**src/rtl/ff_ram_mp.sv**
```systemverilog
// Multi-port flip-flop RAM with OBI slave ports and configurable read latency.
// Optional power-up clearing sweep: define FF_RAM_INIT_CLEAR_EN.
module ff_ram_mp #(
    parameter logic [31:0]          SRAM_BASE_ADDR = 32'h8000_0000,
    parameter int unsigned          SRAM_SIZE      = 64,
    parameter int unsigned          NUM_PORTS      = 2,
    parameter logic [NUM_PORTS-1:0] PORT_WE_MASK   = 'b01,
    parameter int unsigned          READ_LATENCY   = 1,
    parameter int unsigned          ADDR_WIDTH     = $clog2(SRAM_SIZE/4)
) (
    input  logic                    clk_i,
    input  logic                    rst_i,
    input  logic [NUM_PORTS-1:0]    req_i,
    output logic [NUM_PORTS-1:0]    gnt_o,
    input  logic [NUM_PORTS*32-1:0] addr_i,
    input  logic [NUM_PORTS-1:0]    we_i,
    input  logic [NUM_PORTS*4-1:0]  be_i,
    input  logic [NUM_PORTS*32-1:0] wdata_i,
    output logic [NUM_PORTS-1:0]    rvalid_o,
    output logic [NUM_PORTS*32-1:0] rdata_o,
    output logic [NUM_PORTS-1:0]    err_o,
    output logic                    illegal_memory_o
);

    localparam int unsigned WORDS = SRAM_SIZE / 4;
    localparam int LAST = int'(READ_LATENCY) - 1;

    logic [31:0]           mem [WORDS];
    logic                  clearing;
    logic [NUM_PORTS-1:0]  acc;
    logic [NUM_PORTS-1:0]  bad;
    logic [NUM_PORTS-1:0]  wr;
    logic [ADDR_WIDTH-1:0] idx [NUM_PORTS];
    logic [31:0]           rd  [NUM_PORTS];

    logic                  v_q [NUM_PORTS][READ_LATENCY];
    logic                  e_q [NUM_PORTS][READ_LATENCY];
    logic [31:0]           d_q [NUM_PORTS][READ_LATENCY];

`ifdef FF_RAM_INIT_CLEAR_EN
    logic                  clr_q;
    logic [ADDR_WIDTH-1:0] clr_idx;

    // Sweep every word to zero after reset, restarting on any reset.
    always_ff @(posedge clk_i or posedge rst_i) begin
        if (rst_i) begin
            clr_q   <= 1'b1;
            clr_idx <= '0;
        end else if (clr_q) begin
            clr_idx <= clr_idx + 1'b1;
            if (clr_idx == ADDR_WIDTH'(WORDS - 1))
                clr_q <= 1'b0;
        end
    end

    assign clearing = clr_q;
`else
    assign clearing = 1'b0;
`endif

    assign gnt_o = req_i & {NUM_PORTS{~clearing}};
    assign acc   = req_i & gnt_o;

    // Decode each port: window check via wrapped offset, error and read data.
    always_comb begin
        logic [31:0] off;
        for (int p = 0; p < int'(NUM_PORTS); p++) begin
            off    = addr_i[p*32 +: 32] - SRAM_BASE_ADDR;
            idx[p] = off[ADDR_WIDTH+1:2];
            bad[p] = (off >= 32'(SRAM_SIZE))
                   || (we_i[p] && !PORT_WE_MASK[p]);
            wr[p]  = acc[p] & we_i[p] & ~bad[p];
            if (bad[p])
                rd[p] = 32'hDEADBEEF;
            else if (we_i[p])
                rd[p] = 32'h0;
            else
                rd[p] = mem[idx[p]];
        end
    end

    // Storage: highest port applied first so the lowest port wins a byte.
    always_ff @(posedge clk_i) begin
`ifdef FF_RAM_INIT_CLEAR_EN
        if (clearing)
            mem[clr_idx] <= 32'h0;
`endif
        for (int p = int'(NUM_PORTS) - 1; p >= 0; p--) begin
            if (wr[p]) begin
                for (int b = 0; b < 4; b++) begin
                    if (be_i[p*4 + b])
                        mem[idx[p]][b*8 +: 8] <= wdata_i[p*32 + b*8 +: 8];
                end
            end
        end
    end

    // Response shift pipeline; the output stage keeps data while idle.
    always_ff @(posedge clk_i or posedge rst_i) begin
        if (rst_i) begin
            for (int p = 0; p < int'(NUM_PORTS); p++) begin
                for (int s = 0; s < int'(READ_LATENCY); s++) begin
                    v_q[p][s] <= 1'b0;
                    e_q[p][s] <= 1'b0;
                    d_q[p][s] <= 32'h0;
                end
            end
            illegal_memory_o <= 1'b0;
        end else begin
            for (int p = 0; p < int'(NUM_PORTS); p++) begin
                for (int s = LAST; s >= 1; s--) begin
                    v_q[p][s] <= v_q[p][s-1];
                    e_q[p][s] <= e_q[p][s-1];
                    if (s != LAST || v_q[p][s-1])
                        d_q[p][s] <= d_q[p][s-1];
                end
                v_q[p][0] <= acc[p];
                e_q[p][0] <= acc[p] & bad[p];
                if (LAST != 0 || acc[p])
                    d_q[p][0] <= rd[p];
            end
            illegal_memory_o <= |(acc & bad);
        end
    end

    // Present the final pipeline stage on the response ports.
    always_comb begin
        for (int p = 0; p < int'(NUM_PORTS); p++) begin
            rvalid_o[p]          = v_q[p][LAST];
            err_o[p]             = e_q[p][LAST];
            rdata_o[p*32 +: 32]  = d_q[p][LAST];
        end
    end

endmodule

```
**config.mk**
```make
export PLATFORM = sky130hd
export DESIGN_NAME = ff_ram_mp
export DESIGN_NICKNAME = d
export VERILOG_FILES = /design/src/rtl/ff_ram_mp.sv
export SDC_FILE = /design/constraint.sdc
export NUM_CORES = 1
export LEC_CHECK = 0
export BUFFER_PORTS_ARGS = -buffer_cell sky130_fd_sc_hd__buf_2
export CAP_MARGIN = 30
export CORE_MARGIN = 5
export CORE_UTILIZATION = 35
export CTS_CLUSTER_DIAMETER = 200
export CTS_CLUSTER_SIZE = 25
export DETAILED_ROUTE_END_ITERATION = 8
export SLEW_MARGIN = 20
export SYNTH_ARGS = -nofsm -noshare
export SYNTH_HDL_FRONTEND = slang
export SYNTH_SLANG_ARGS = --single-unit
```
**constraint.sdc**
```tcl
create_clock -name clk_i -period 2.44 [get_ports clk_i]
set_input_delay 0.244 -clock clk_i [delete_from_list [all_inputs] [get_ports clk_i]]
set_output_delay 0.244 -clock clk_i [all_outputs]
set_load 0.01 [all_outputs]
```
==> results.toml <==
[status]
status = "finished, final reports clean"

[die]
io_pins = 213
die-area_um2 = 83800
die_h_um = 289
die_x_um = 289
core_area_um2 = 77500
initial_utilization_pct = 35.3
rows = 102

[synthesis]
synth_top_area_cell = "edfxtp_1"
synthTopCellsByArea = "edfxtp_1 56%, mux4_2 14%, dfrtp_1 6.3%"
synth-async-reset-ratio_pct = 11.9
synth_top_cell_area_share_pct = 56.3
netlist_top_cells_count = "512 x edfxtp_1, 168 x mux4_2, 156 x mux2i_1"
yosys_warnings = 0
yosys_most_used_dff = "edfxtp_1"
seq_area_frac_synth_pct = 62.6
synth_edf_count = 512
yosysMostFrequentCell = "edfxtp_1"
synthCells = 1680
synth_nets = 1822
yosys_register_bits = 581
syn_avg_cell_area_um2 = 16.3
synth.distinct_cells = 52
mappedNetlistArea_um2 = 27300

[worst_setup_path]
reg2reg_to = "rdata_o[54]$_DFFE_PP0P_"
critPathCapture = "mem[14][9]$_DFFE_PP_"
crit_path_start = "req_i[0]"
end_kind = "flop"
worstPathArrival_ps = 2180
timing.rr.start = "mem[13][22]$_DFFE_PP_"
r2r_cells = 4
critPathLaunchType = "input port"
worst-setup-path-type = "in2reg"
cp_data_required_time_ps = 2740
crit_fanout = 16
rrSetupSlack_ps = 830

[layout]
final_area_um2 = 32000
synthToLayoutAreaGrowth_pct = 17.0
fillers = 6940
stdcell_count = 3020
finalNetCount = 2101
drive_above_1_share_pct = 34.4

[global_route]
antenna_found_initial = 2
grt_pass1_wl_um = 124000
grt-ovfl-total = 0
grt_pass1_vias = 17800
track_usage_pct = 20.2
grt_max_degree = 67

[timing]
setup_viol = 0
slew_headroom_pct = 49.7
finalClockSkew_ps = 26.4
fin_crit_sh_pct = 77.1
tns_ps = 0
worst_pin_slew_ps = 755
final_hold_viol_count = 0
fmax_ghz = 0.531
final_period_minus_worst_setup_slack_ps = 1880
timing.hold.ws_ps = 32.5
drv_slew = 0
rsz0062_at_grt = "no"

[clock_network]
cts-root-buf = "clkbuf_16"
cts_setup_buffers = 0
clkTransAtPathRegs_ps = 110
htree_levels = 1
max-clock-path-buffers = 3
cts_tree = "built"
numCtsBuffers = 27
cts_sinks = 581
clock_latency_ps = 600
cts_resized = 0

[route]
drt.antenna.violating_nets = 0
vias = 17400
wl_per_cell_um = 28.6
drc = 0
drtIter0Drc = 1738
routed_wl_um = 86400
viasPerCell = 5.77
drtPass1Iterations = 5

[place]
dpl_cell_area_um2 = 31200
dp_cells = 2968
io_buffers = 204
dp_hpwl_um = 57200
gp_congestion = 0.849

[pwr]
peakVddDrop_uv = 500
p_per_area_nw_per_um2 = 553
power.leakage_nw = 10.8

[run]
drv_cap = 0

[worst_hold_path]
hold_class = "in2reg"
cell type report:
| type | count | area, um^2 | area share (%) |
|---|---|---|---|
| Sequential cell | 581 | 17100 | 53.5 |
| Inverter | 3 | 12.5 | 0.0391 |
| Clock buffer | 48 | 754 | 2.36 |
| Antenna cell | 1 | 2.50 | 0.00782 |
| Multi-Input combinational cell | 963 | 9630 | 30.1 |
| Tap cell | 1040 | 1300 | 4.07 |
| Clock inverter | 1 | 20.0 | 0.0626 |
| Timing Repair Buffer | 383 | 3160 | 9.88 |
flip-flops by register name, summed over array words and instances, names as in the netlist:
signal,cells
illegal_memory_o,1
rvalid_o,2
rdata_o,64
err_o,2
mem,512
what timing repair did:
action / CTS / global route
hold buffers: 2 / 0
hold endpoints to repair: 47 / 0
setup endpoints to repair: 0 / 0
kinds of logic after synthesis:
kind of cell    Yosys count  share of synthesized area (%)
flops                   581                           62.6
mux                     400                           23.1
simple gates            302                           5.20
compound gates          261                           6.82
buf+inv                 136                           2.31
power breakdown:
group | internal (W) | leakage [nW] | switching, W | total [W]
logic | 0.000700 | 5.11 | 0.000957 | 0.00166
clock network | 0.00214 | 0.367 | 0.00308 | 0.00522
registers | 0.0108 | 5.30 | 0.000000955 | 0.0108
total | 0.0136 | 10.8 | 0.00404 | 0.0177
metal layers:
metal,track usage (%),part of all wire [%],vias to the layer above
li1,-,-,7375
met1,28.0,40,9112
met2,33.0,47,812
met3,4.12,10,112
met4,4.85,2.5,4
met5,0,0.039,-
critical path: stages:
cell           delay (ps)
dlygate4sd3_1         530
buf_2                 240
nand2_1                70
nor2_1                 90
and3_4                320
buf_12                250
mux2_4                400
how the worst min path moves through the flow:
stage / end / slack (ps) / startpoint / depth (start not counted)
floorplan: rvalid_o[0]$_DFF_PP0_ / 280 / req_i[0] / 0
global placement: rdata_o[16]$_DFFE_PP0P_ / 250 / rst_i / 2
detailed placement: rdata_o[16]$_DFFE_PP0P_ / 250 / rst_i / 2
CTS: err_o[1]$_DFF_PP0_ / 10 / addr_i[41] / 5
global route: err_o[1]$_DFF_PP0_ / 60 / addr_i[39] / 5
finish: err_o[1]$_DFF_PP0_ / 30 / addr_i[39] / 5
layout by cell type, fill, tap and decap left out, drive strengths merged, types with 4 or more instances in the layout:
| cell type | instances |
|---|---|
| mux2i | 156 |
| a211oi | 20 |
| nand3 | 39 |
| a221o | 10 |
| edfxtp | 512 |
| a21oi | 25 |
| o211ai | 14 |
| nand2 | 59 |
| a21boi | 17 |
| and2 | 5 |
| a22oi | 70 |
| a2bb2oi | 18 |
| nor4 | 15 |
| nor3 | 12 |
| buf | 381 |
| nor2b | 7 |
| a22o | 8 |
| o31ai | 8 |
| and3 | 6 |
| mux2 | 76 |
| clkbuf | 48 |
| a31oi | 40 |
| nand2b | 14 |
| mux4 | 168 |
| or2 | 11 |
| o22ai | 8 |
| nor2 | 122 |
| or4 | 4 |
| dfrtp | 69 |
| a221oi | 6 |
| o21ai | 16 |
stage by stage:
stage          utilization (%)  power (W)  setup WS (ps)
2_1_floorplan                -     0.0120           80.2
3_3_place_gp              40.3     0.0127           24.4
3_5_place_dp              40.3     0.0127         -0.558
4_1_cts                   41.3     0.0178            607
5_1_grt                   41.3     0.0182            455
6_report                  41.3     0.0177            558
Power figures use the tool's default switching activity.
